===== config.mk =====
export PLATFORM = sky130hd
export DESIGN_NAME = thread_sched
export DESIGN_NICKNAME = d
export VERILOG_FILES = /design/src/rtl/thread_sched_pkg.sv /design/src/rtl/thread_sched.sv
export SDC_FILE = /design/constraint.sdc
export NUM_CORES = 1
export LEC_CHECK = 0
export CORE_ASPECT_RATIO = 0.9
export CORE_MARGIN = 1.5
export CORE_UTILIZATION = 46
export DETAILED_ROUTE_END_ITERATION = 8
export DONT_BUFFER_PORTS = 1
export HOLD_SLACK_MARGIN = 0.15
export PLACE_DENSITY = 0.6
export RECOVER_POWER = 25
export SLEW_MARGIN = 20
export SYNTH_ARGS = -nofsm -noshare
export SYNTH_HDL_FRONTEND = slang
export SYNTH_SLANG_ARGS = --single-unit

===== constraint.sdc =====
create_clock -name clock -period 3.8 [get_ports clock]
set_input_delay 0.76 -clock clock [delete_from_list [all_inputs] [get_ports clock]]
set_output_delay 0.76 -clock clock [all_outputs]
set_load 0.02 [all_outputs]

===== src/rtl/thread_sched_pkg.sv =====
// Shared definitions for the two-thread dispatch scheduler: address/ROB widths,
// thread lifecycle states and the per-thread slot computation.
`ifndef ADDR_BITS
`define ADDR_BITS 32
`endif
`ifndef ROB_BITS
`define ROB_BITS 5
`endif

package thread_sched_pkg;

  localparam int ADDR_BITS      = `ADDR_BITS;
  localparam int NUM_THREADS    = 2;
  localparam int DISPATCH_WIDTH = 2;

  typedef enum logic [1:0] {
    TS_IDLE    = 2'd0,
    TS_RUN     = 2'd1,
    TS_RECOVER = 2'd2,
    TS_HALTED  = 2'd3
  } thread_state_t;

  // Slots a thread may take this cycle: its ROB headroom clipped to what fetch has ready.
  function automatic logic [1:0] thread_slots(
    input logic       running,
    input logic       full,
    input logic       almost_full,
    input logic [1:0] avail
  );
    logic [1:0] cap;
    if (!running || full) cap = 2'd0;
    else if (almost_full) cap = 2'd1;
    else                  cap = 2'(DISPATCH_WIDTH);
    return (avail < cap) ? avail : cap;
  endfunction

endpackage


===== src/rtl/thread_sched.sv =====
// Two-thread dispatch arbiter with per-thread lifecycle FSMs (run, nuke recovery,
// halt, fork-spawn) and a round-robin tie breaker on equal ROB occupancy.
module thread_sched
  import thread_sched_pkg::*;
#(
  parameter int ROB_BITS       = `ROB_BITS,
  parameter int RECOVER_CYCLES = 2
) (
  input  logic                                  clock,
  input  logic                                  reset,
  input  logic [NUM_THREADS-1:0][ROB_BITS:0]    rob_count,
  input  logic [NUM_THREADS-1:0]                rob_full,
  input  logic [NUM_THREADS-1:0]                rob_almost_full,
  input  logic [NUM_THREADS-1:0]                rob_halt,
  input  logic [NUM_THREADS-1:0]                rob_nuke,
  input  logic [NUM_THREADS-1:0]                rob_fork_committed,
  input  logic [NUM_THREADS-1:0][ADDR_BITS-1:0] rob_fork_addr,
  input  logic [NUM_THREADS-1:0][1:0]           inst_avail,
  output logic                                  disp_thread_ID,
  output logic [1:0]                            disp_count,
  output logic [NUM_THREADS-1:0]                thread_active,
  output logic                                  start_valid,
  output logic                                  start_thread_ID,
  output logic [ADDR_BITS-1:0]                  start_pc,
  output logic                                  fork_dropped,
  output logic                                  all_halted
);

  localparam int CNT_W = (RECOVER_CYCLES < 2) ? 1 : $clog2(RECOVER_CYCLES + 1);

  thread_state_t              state_q   [NUM_THREADS];
  thread_state_t              state_nxt [NUM_THREADS];
  logic [CNT_W-1:0]           cnt_q     [NUM_THREADS];
  logic [CNT_W-1:0]           cnt_nxt   [NUM_THREADS];
  logic                       rr_ptr_q;
  logic                       rr_ptr_nxt;
  logic [NUM_THREADS-1:0]     start_req;
  logic                       drop_nxt;
  logic [NUM_THREADS-1:0][1:0] slots;

  // A fork only lands on a dormant sibling, and never when both threads fork at once.
  assign start_req[0] = rob_fork_committed[1] & ~rob_fork_committed[0] & ~thread_active[0];
  assign start_req[1] = rob_fork_committed[0] & ~rob_fork_committed[1] & ~thread_active[1];
  assign drop_nxt     = (rob_fork_committed[0] & rob_fork_committed[1])
                      | (rob_fork_committed[0] & thread_active[1])
                      | (rob_fork_committed[1] & thread_active[0]);

  // ---------------------------------------------------------------------------
  // State register
  // ---------------------------------------------------------------------------
  always_ff @(posedge clock or negedge reset) begin
    if (!reset) begin
      state_q[0]      <= TS_RUN;
      state_q[1]      <= TS_IDLE;
      cnt_q[0]        <= '0;
      cnt_q[1]        <= '0;
      rr_ptr_q        <= 1'b0;
      start_valid     <= 1'b0;
      start_thread_ID <= 1'b0;
      start_pc        <= '0;
      fork_dropped    <= 1'b0;
      all_halted      <= 1'b0;
    end else begin
      // NOTE: non-blocking assignments here so every register samples pre-edge values.
      for (int t = 0; t < NUM_THREADS; t++) begin
        state_q[t] <= state_nxt[t];
        cnt_q[t]   <= cnt_nxt[t];
      end
      rr_ptr_q     <= rr_ptr_nxt;
      start_valid  <= |start_req;
      if (|start_req) begin
        start_thread_ID <= start_req[1];
        start_pc        <= start_req[1] ? rob_fork_addr[0] : rob_fork_addr[1];
      end
      fork_dropped <= drop_nxt;
      all_halted   <= (state_nxt[0] == TS_HALTED)
                    && (state_nxt[1] != TS_RUN) && (state_nxt[1] != TS_RECOVER);
    end
  end

  // ---------------------------------------------------------------------------
  // Next-state logic, one FSM per thread
  // ---------------------------------------------------------------------------
  for (genvar t = 0; t < NUM_THREADS; t++) begin : g_thread
    always_comb begin
      // NOTE: defaults first so every path assigns both outputs and no latch is inferred.
      state_nxt[t] = state_q[t];
      cnt_nxt[t]   = cnt_q[t];
      unique case (state_q[t])
        TS_RUN, TS_RECOVER: begin
          if (rob_halt[t]) begin
            state_nxt[t] = TS_HALTED;
            cnt_nxt[t]   = '0;
          end else if (rob_nuke[t]) begin
            state_nxt[t] = TS_RECOVER;
            cnt_nxt[t]   = CNT_W'(RECOVER_CYCLES);
          end else if (state_q[t] == TS_RECOVER) begin
            // Leave recovery on the edge where the counter would reach zero.
            if (cnt_q[t] <= CNT_W'(1)) begin
              state_nxt[t] = TS_RUN;
              cnt_nxt[t]   = '0;
            end else begin
              cnt_nxt[t]   = cnt_q[t] - CNT_W'(1);
            end
          end
        end
        default: begin
          if (start_req[t]) state_nxt[t] = TS_RUN;
        end
      endcase
    end
  end

  // ---------------------------------------------------------------------------
  // Outputs: activity flags and dispatch arbitration
  // ---------------------------------------------------------------------------
  always_comb begin
    thread_active = '0;
    slots         = '0;
    for (int t = 0; t < NUM_THREADS; t++) begin
      thread_active[t] = (state_q[t] == TS_RUN) || (state_q[t] == TS_RECOVER);
      slots[t] = thread_slots(state_q[t] == TS_RUN, rob_full[t], rob_almost_full[t],
                              inst_avail[t]);
    end
  end

  always_comb begin
    disp_thread_ID = 1'b0;
    disp_count     = 2'd0;
    rr_ptr_nxt     = rr_ptr_q;
    unique case ({slots[1] != 2'd0, slots[0] != 2'd0})
      2'b01: begin
        disp_thread_ID = 1'b0;
        disp_count     = slots[0];
      end
      2'b10: begin
        disp_thread_ID = 1'b1;
        disp_count     = slots[1];
      end
      2'b11: begin
        // Favour the emptier ROB; only a true tie consults and flips the pointer.
        if (rob_count[0] < rob_count[1]) begin
          disp_thread_ID = 1'b0;
        end else if (rob_count[1] < rob_count[0]) begin
          disp_thread_ID = 1'b1;
        end else begin
          disp_thread_ID = rr_ptr_q;
          rr_ptr_nxt     = ~rr_ptr_q;
        end
        disp_count = disp_thread_ID ? slots[1] : slots[0];
      end
      default: ;
    endcase
  end

endmodule


Word level (Yosys, flattened, before mapping) --
Cells that the tools add are included.
Storage, ports and cells: bits in registers 45, input bits 92, output and inout bits 41, logic and storage cells 95
Operators by class: add/subtract/negate cells 2, order comparisons 6, eq/ne operators 10, muxes and demuxes 33, bitwise logic cells 16, reduce and logical (&&, ||, !) cells 18
Operators with widths (number):
- $mux 2 | 27
- $mux 32 | 1
- $lt 6x6->1 | 2
- $eq 2x2->1 const B | 5
- $and 1x1->1 | 7
- $not 1->1 | 7
- $eq 2x1->1 const B | 3
- $pmux 2 s3 | 1
- $reduce_bool 3->1 | 2
- $reduce_or 2->1 | 3
- $le 2x1->1 const B | 2
- $logic_or 1x1->1 | 4
- $lt 2x2->1 | 2
- $reduce_and 2->1 | 2
- $reduce_bool 2->1 | 2
- $sub 2x1->2 const B | 2
- $mux 1 | 3
- $reduce_and 3->1 | 1
- $logic_and 1x1->1 | 2
- $logic_not 1->1 | 2
- $ne 2x1->1 const B | 1
- $ne 2x2->1 const B | 1
- $or 1x1->1 | 2
- $pmux 1 s2 | 1

Logic depth before layout (Yosys ltp) --
word-level depth 11, gate-level depth with buffers 9, gate-level depth less buffers 9

Worst setup path before layout --
Ideal clock, no wire load.
kind input -> output, from in rob_almost_full[0], to out disp_count[1], arrival 2.393 ns, required time 3.040 ns, path slack 0.647 ns, stages 6, path buffers 0, cells stage by stage or3b_2 -> ha_1 -> nor2_1 -> o22ai_1 -> nor2_1 -> a211oi_1
On the way: longest elaborated chain between the ends 7, elaborated cells between the ends (all ways) 10, classes of those cells order compare: 1; eq/ne: 3; mux: 5; reduce/logical: 1
Ends and longest elaborated chain:
- start, declared | line thread_sched.sv:13 | input logic [NUM_THREADS-1:0] rob_almost_full,
- $mux 2 * | line thread_sched_pkg.sv:32 | else if (almost_full) cap = 2'd1;
- $mux 2 * | line thread_sched_pkg.sv:31 | if (!running || full) cap = 2'd0;
- $lt 2x2->1 | line thread_sched_pkg.sv:34 | return (avail < cap) ? avail : cap;
- $mux 2 * | line thread_sched_pkg.sv:34
- $reduce_bool 2->1 | line thread_sched.sv:131 | unique case ({slots[1] != 2'd0, slots[0] != 2'd0})
- $eq 2x2->1 / $eq 2x1->1 (equally long branches) | line thread_sched.sv:131
- $pmux 2 s3 * | line thread_sched.sv:131
- end, declared | line thread_sched.sv:20 | output logic [1:0] disp_count,
Every way passes the cells marked *; elsewhere a longest branch is shown, timed or not.

Worst setup path in the final report --
from reg state_q[2] (netlist bit), to out disp_thread_ID
On the way: longest elaborated chain between the ends 9, elaborated cells between the ends (all ways) 10, classes of those cells order compare: 1; eq/ne: 3; mux: 3; reduce/logical: 3
Ends and longest elaborated chain:
- start, declared | line thread_sched.sv:31 | thread_state_t state_q [NUM_THREADS];
- start signal, assigned by index | line thread_sched.sv:66 | state_q[t] <= state_nxt[t];
- $eq 2x1->1 * | line thread_sched.sv:122 | slots[t] = thread_slots(state_q[t] == TS_RUN, rob_full[t], rob_almost_full[t],
- $logic_not 1->1 * | line thread_sched_pkg.sv:31
- $logic_or 1x1->1 * | line thread_sched_pkg.sv:31
- $mux 2 * | line thread_sched_pkg.sv:31
- $lt 2x2->1 | line thread_sched_pkg.sv:34
- $mux 2 * | line thread_sched_pkg.sv:34
- $reduce_bool 2->1 * | line thread_sched.sv:131
- $eq 2x2->1 | line thread_sched.sv:131
- $pmux 1 s2 * | line thread_sched.sv:131
- end, declared | line thread_sched.sv:19 | output logic disp_thread_ID,
Marks and branches as above.

==> results.json <==
{
  "place_inst": 316,
  "start_util_pct": 48.81,
  "p_leak_nw": 1.380,
  "async_reset_ff_share_pct": 100.0,
  "grt.busiest_layer": "met2",
  "via_per_inst": 5.388,
  "finalMaxSlewViolations": 45,
  "layout.nets": 363,
  "die_x_um": 82.65,
  "maxCapViolCount": 1,
  "cts_resized": 0,
  "antenna_found_initial": 0,
  "instances_no_fill": 325,
  "avgRoutedWirePerCell_um": 15.27,
  "syn-num-nets": 363,
  "clock-root-buffer": "clkbuf_8",
  "setup_tns_ns": 0,
  "wl_mm": 4.964,
  "num_vias": 1751,
  "design_area_sq_mm": 0.002709,
  "tightest_slew_ns": 2.355,
  "finalSetupViolations": 0,
  "cts_tree": "done",
  "final-hold-violation-count": 0,
  "pwr_density_cell_mw_per_mm2": 824.5,
  "gr-usage-met1_pct": 18.29,
  "yosysTopAreaCell": "dfrtp_1",
  "post-route-util_pct": 50.35,
  "cp.arrival_ns": 2.57,
  "area_growth_pct": 3.144,
  "place_ws_ns": 0.7194,
  "gp_congestion": 0.7331,
  "io_pins": 133,
  "drc": 0,
  "core-area_sq_mm": 0.005380,
  "cp-start-kind": "flip-flop",
  "io_buffers": 0,
  "row_count": 25,
  "clkSinkCount": 45,
  "fmax_mhz": 300.7,
  "dr.pass1.iters": 4,
  "synth.top_cell.area_share_pct": 41.92,
  "outcome": "finished, violations left",
  "antenna_cells": 0,
  "grt_pass1_wl_mm": 7.148,
  "clock_skew_ns": 0.004544,
  "violations": "capacitance limit, slew limit",
  "fin_ws_ns": 0.4743,
  "syn-mean-instance-area_sq_um": 10.22,
  "path_max_fanout": 4,
  "clk_latency_ns": 0.29,
  "hold_path.class": "in -> async",
  "synth_most_common_cell": "dfrtp_1",
  "dpl_cell_area_sq_mm": 0.002589,
  "ys_ff_latch": 45,
  "ant_nets": 0,
  "r2r_end": "rr_ptr_q$_DFFE_PN0P_",
  "grt_usage_pct": 15.53,
  "netlist-cell-type-count": 42,
  "crit_start": "state_q[2]$_DFF_PN1_",
  "yosys_warnings": 0,
  "postSynthCellCount": 257,
  "die_area_sq_mm": 0.006172,
  "grt_use_met3_pct": 6.303,
  "synthFlopType": "dfrtp_1",
  "die_height_um": 74.68,
  "rsz0062_at_grt": "no",
  "grtUsageMet2_pct": 26.29,
  "holdWs_ns": 0.3076,
  "synth_area_sq_mm": 0.002626,
  "critPathRequiredTime_ns": 3.04,
  "reg2reg_depth": 8,
  "yosys-top-cells-area": "dfrtp_1 42%, mux2i_1 12%, ha_1 6.7%, nand2_1 5.4%, o21ai_2 4.0%",
  "grt_overflow": 0,
  "multiInputGateArea_sq_mm": 0.001280,
  "ys_seq_area_share_pct": 42.93,
  "grt_pass1_vias": 1569,
  "relSlewSlack_pct": -57.01,
  "crit_path_end_kind": "output pin",
  "period_share_pct": 87.52,
  "min_period_ns": 3.326,
  "cp-endpoint": "disp_thread_ID",
  "rrSetupSlack_ns": 1.52,
  "critPathKind": "reg -> out",
  "synth_edf_count": 0,
  "htreeDepth": 2,
  "p_total_mw": 2.234,
  "r2r-start": "state_q[2]$_DFF_PN1_",
  "yosys-top-cells-count": "44 x dfrtp_1, 38 x nand2_1, 32 x mux2i_1, 19 x inv_1, 16 x o21ai_1",
  "ir_worst_vdd_mv": 0.3569,
  "clockBufferDepth": 2,
  "drt_iter0_drc": 46,
  "hpwl_mm": 3.714,
  "clkTransAtPathRegs_ns": 0.08,
  "grt_max_degree": 67,
  "drive_gt1_share_pct": 13.57,
  "fillCellCount": 500,
  "numCtsBuffers": 5,
  "seq_area_sq_mm": 0.001127
}
==> logic make-up (layout without fill, tap and decap cells) <==
logic type                 Yosys count  in the layout  synth area share, %
DFF                                 45             45                42.93
buffers and inverters               31             32                8.337
and+or+nand+nor                     68             68                13.25
xor gates and xnor gates             2              2               0.6671
adders and majority gates           14             14                6.670
muxes                               32             32                12.20
AOI/OAI and AO/OA                   65             65                15.96
==> sequential cells by signal, summed over array words and instances, names as in the netlist <==
name	count
all_halted	1
cnt_q	4
fork_dropped	1
rr_ptr_q	1
start_pc	32
start_thread_ID	1
start_valid	1
state_q	4
==> routing by layer <==
metal | up-vias | share of wire (%)
li1 | 881 | -
met1 | 792 | 43
met2 | 76 | 48
met3 | 2 | 8.2
met4 | 0 | 0.50
met5 | - | 0
==> worst min-delay path by stage <==
stage | startpoint | end | slack [ns]
final | reset | state_q[2]$_DFF_PN1_ | 0.31
after global routing | reset | state_q[2]$_DFF_PN1_ | 0.28
after CTS | reset | state_q[2]$_DFF_PN1_ | 0.29
after detailed placement | reset | start_pc[10]$_DFFE_PN0P_ | 0.47
after global placement | reset | start_pc[10]$_DFFE_PN0P_ | 0.47
after floorplan | reset | all_halted$_DFF_PN0_ | 0.46
==> layout make-up <==
cell class                 instances  share of cell area (%)
tap                               67                   3.095
timing repair buffer               4                  0.9700
clock inverter                     1                   1.109
inverter                          20                   2.771
sequential                        45                   41.62
clock buffer                       7                   3.187
multi-input combinational        181                   47.25
==> worst max-delay path, cell delays in order, from the launching register on <==
cell and delay, ns:
dfstp_2 0.55, ha_1 0.16, or3b_2 0.47, ha_1 0.29, nor2_1 0.03, o22ai_1 0.25
nand2b_1 0.11, a21oi_1 0.41
==> cells in the final DEF, fill, tap and decap left out, drive strengths merged, types with 4 or more instances in the layout <==
master and n:
inv 20, o21ai 39, clkbuf 8, a21oi 11, nand2 41, dfrtp 44
nor2 8, mux2i 32, ha 14, o22ai 4
==> power by group <==
part / internal [mW] / switching [mW]
logic: 0.328 / 0.432
clock network: 0.214 / 0.154
registers: 0.709 / 0.396
==> repair_timing <==
item                                    CTS  global route
setup buffers                             0             0
endpoints found under the hold margin    44             0
endpoints found under the setup margin    0             0
hold buffers                              1             0
(Power assumes the default switching activity.)
==> RTL edit: new RTL, config.mk and constraints unchanged <==
Set the parameter `RECOVER_CYCLES` to 8 (it was 2).
--- a/src/rtl/thread_sched.sv
+++ b/src/rtl/thread_sched.sv
@@ -4,7 +4,7 @@
   import thread_sched_pkg::*;
 #(
   parameter int ROB_BITS       = `ROB_BITS,
-  parameter int RECOVER_CYCLES = 2
+  parameter int RECOVER_CYCLES = 8
 ) (
   input  logic                                  clock,
   input  logic                                  reset,
Behaviour: not the same (Yosys sat finds a counterexample within 4 cycles, from zero or initial values and one cycle with reset low).
==> RTL edit against the unedited design <==
The flow still finishes with violations (max-capacitance violations, max-slew violations); cell count is 20% higher; routed wire length is 19% higher; sequential share of layout area is 1.7 points lower; cell area is 14% higher; synthesized cell count is 18% higher; area after synthesis is 10% higher; sequential cell count is 4 higher; power is 6.8% higher; worst setup slack worse by 0.0054 ns; count of clock-buffer cells in the layout is 2 lower; critical path type unchanged; critical endpoint unchanged; highest routed layer unchanged.
==> RTL edit: results (changes against the unedited design) <==
** Power and ir drop
- The total power of the final layout was 0.00238 W (+6.8%).
- Portion of total power attributed to sequential cells :: 48.3% (-1.2 points)
- The reported combinational group power came to 0.000849 W (+12%).
- Internal power :: 0.00131 W (+4.9%)

** Layout
- Post-route non-filler standard cell count :: 391 (+20%)
- Relative to the synthesized area, the layout overhead comes to 6.08%.
- Relative area of non-clock buffer cells in the final design :: 0.854% (-0.12 points)
- The total number of multi-input combinational cells was 222 (+23%).
- The multi-input logic portion of the cell area was 49.3% (+2.1 points).
- The sequential fraction of total cell area came to 39.9% (-1.7 points).
- The post-layout net count is 413 (+14%).

** Synth
- In the synthesized netlist, the cells that appear most often are sky130_fd_sc_hd__dfrtp_1 (48), sky130_fd_sc_hd__nand2_1 (45), sky130_fd_sc_hd__mux2i_1 (32), sky130_fd_sc_hd__o21ai_1 (27), sky130_fd_sc_hd__inv_1 (20).
- The number of library cell types mapped by synthesis was 48 (+14%).
- The average cell area after synthesis came to 9.58 sq um (-6.3%).
- By area the synthesized netlist is led by sky130_fd_sc_hd__dfrtp_1 (41%), sky130_fd_sc_hd__mux2i_1 (11%), sky130_fd_sc_hd__ha_1 (7.8%).

** GRT
- Grt met3 use :: 7.68% (+1.4 points)
- Combined global-route utilization of all metal layers :: 17.8% (+2.3 points)
- GR Util met1 :: 23.3% (+5.0 points)
- Largest net degree at the start of global routing :: 49 (-27%)
- The first-pass GRT wire length is 9.38 mm (+31%).
- Global-route met2 utilization :: 26.8% (+0.51 points)

** Outcome
- The flow ran to the end, but the final reports show violations.
- Violated checks :: max-capacitance violations, max-slew violations

** Worst setup path
- R2r endpoint :: all_halted
- The largest fanout of any net on the critical path is 3 (-1).
- The flop-to-flop setup slack came to 0.98 ns (-0.54 ns).
- The number of cells on the worst reg-to-reg path was 6 (-2).

** STA
- Final setup skew :: 0.00874 ns (+0.00420 ns)
- Transition time of the tightest slew-check pin :: 2.55 ns (+0.191 ns)
- The number of pins with negative max-slew slack in the final report is 49 (+8.9%).
- Worst Hold Slack :: 0.291 ns (-0.0166 ns)

** Drt
- The sum of met2 wire segment lengths after detailed routing was 2.72 mm (+14%).
- The post-detailed-route wirelength per cell came to 15.1 microns (-1.4%).
- Met1 Routed Length :: 2.51 mm (+17%)
- The overall via count from detail_route was 2136 (+22%).
- The initial detailed-routing violation count was 91 (+98%).

** Place
- DP Area :: 2960 sq um (+14%)
- The routability congestion estimate came to 0.806 (+10%).
- The half-perimeter wire length after placement came to 4.41 mm (+19%).
- The setup slack at placement was 0.755 ns (+0.0356 ns).
- Cell Count Post-Placement :: 382 (+21%)

** Job
- Max-cap violation count :: 1 (unchanged)
RTL edit: changes by cell type after synthesis, sizes merged, moves of 4 or more:
cell	delta
a311oi	+4
buf	-4
ha	+4
clkbuf	+4
nand2	+4
nor2	+5
a21oi	-9
dfrtp	+4
o31ai	+4
o22ai	-4
or2	+5
RTL edit: cells by family (layout without fill, tap and decap cells):
group	count (synthesis)	after routing	share of synthesized area, %
flip-flops	49	49	42.3
buffers and inverters	32	33	5.48
AND/OR/NAND/NOR	91	91	15.0
adder cells (fa/ha/maj)	18	18	7.76
multiplexers	32	32	11.0
AO/OA/AOI/OAI	81	81	18.5
RTL edit: worst max-delay path by stage:
stage	end	slack [ns]	depth (start not counted)
finish	disp_thread_ID	0.47	8
global route	disp_count[0]	0.22	9
CTS	disp_thread_ID	0.45	8
detailed placement	disp_thread_ID	0.75	7
global placement	disp_thread_ID	0.79	7
floorplan	disp_count[0]	0.77	6
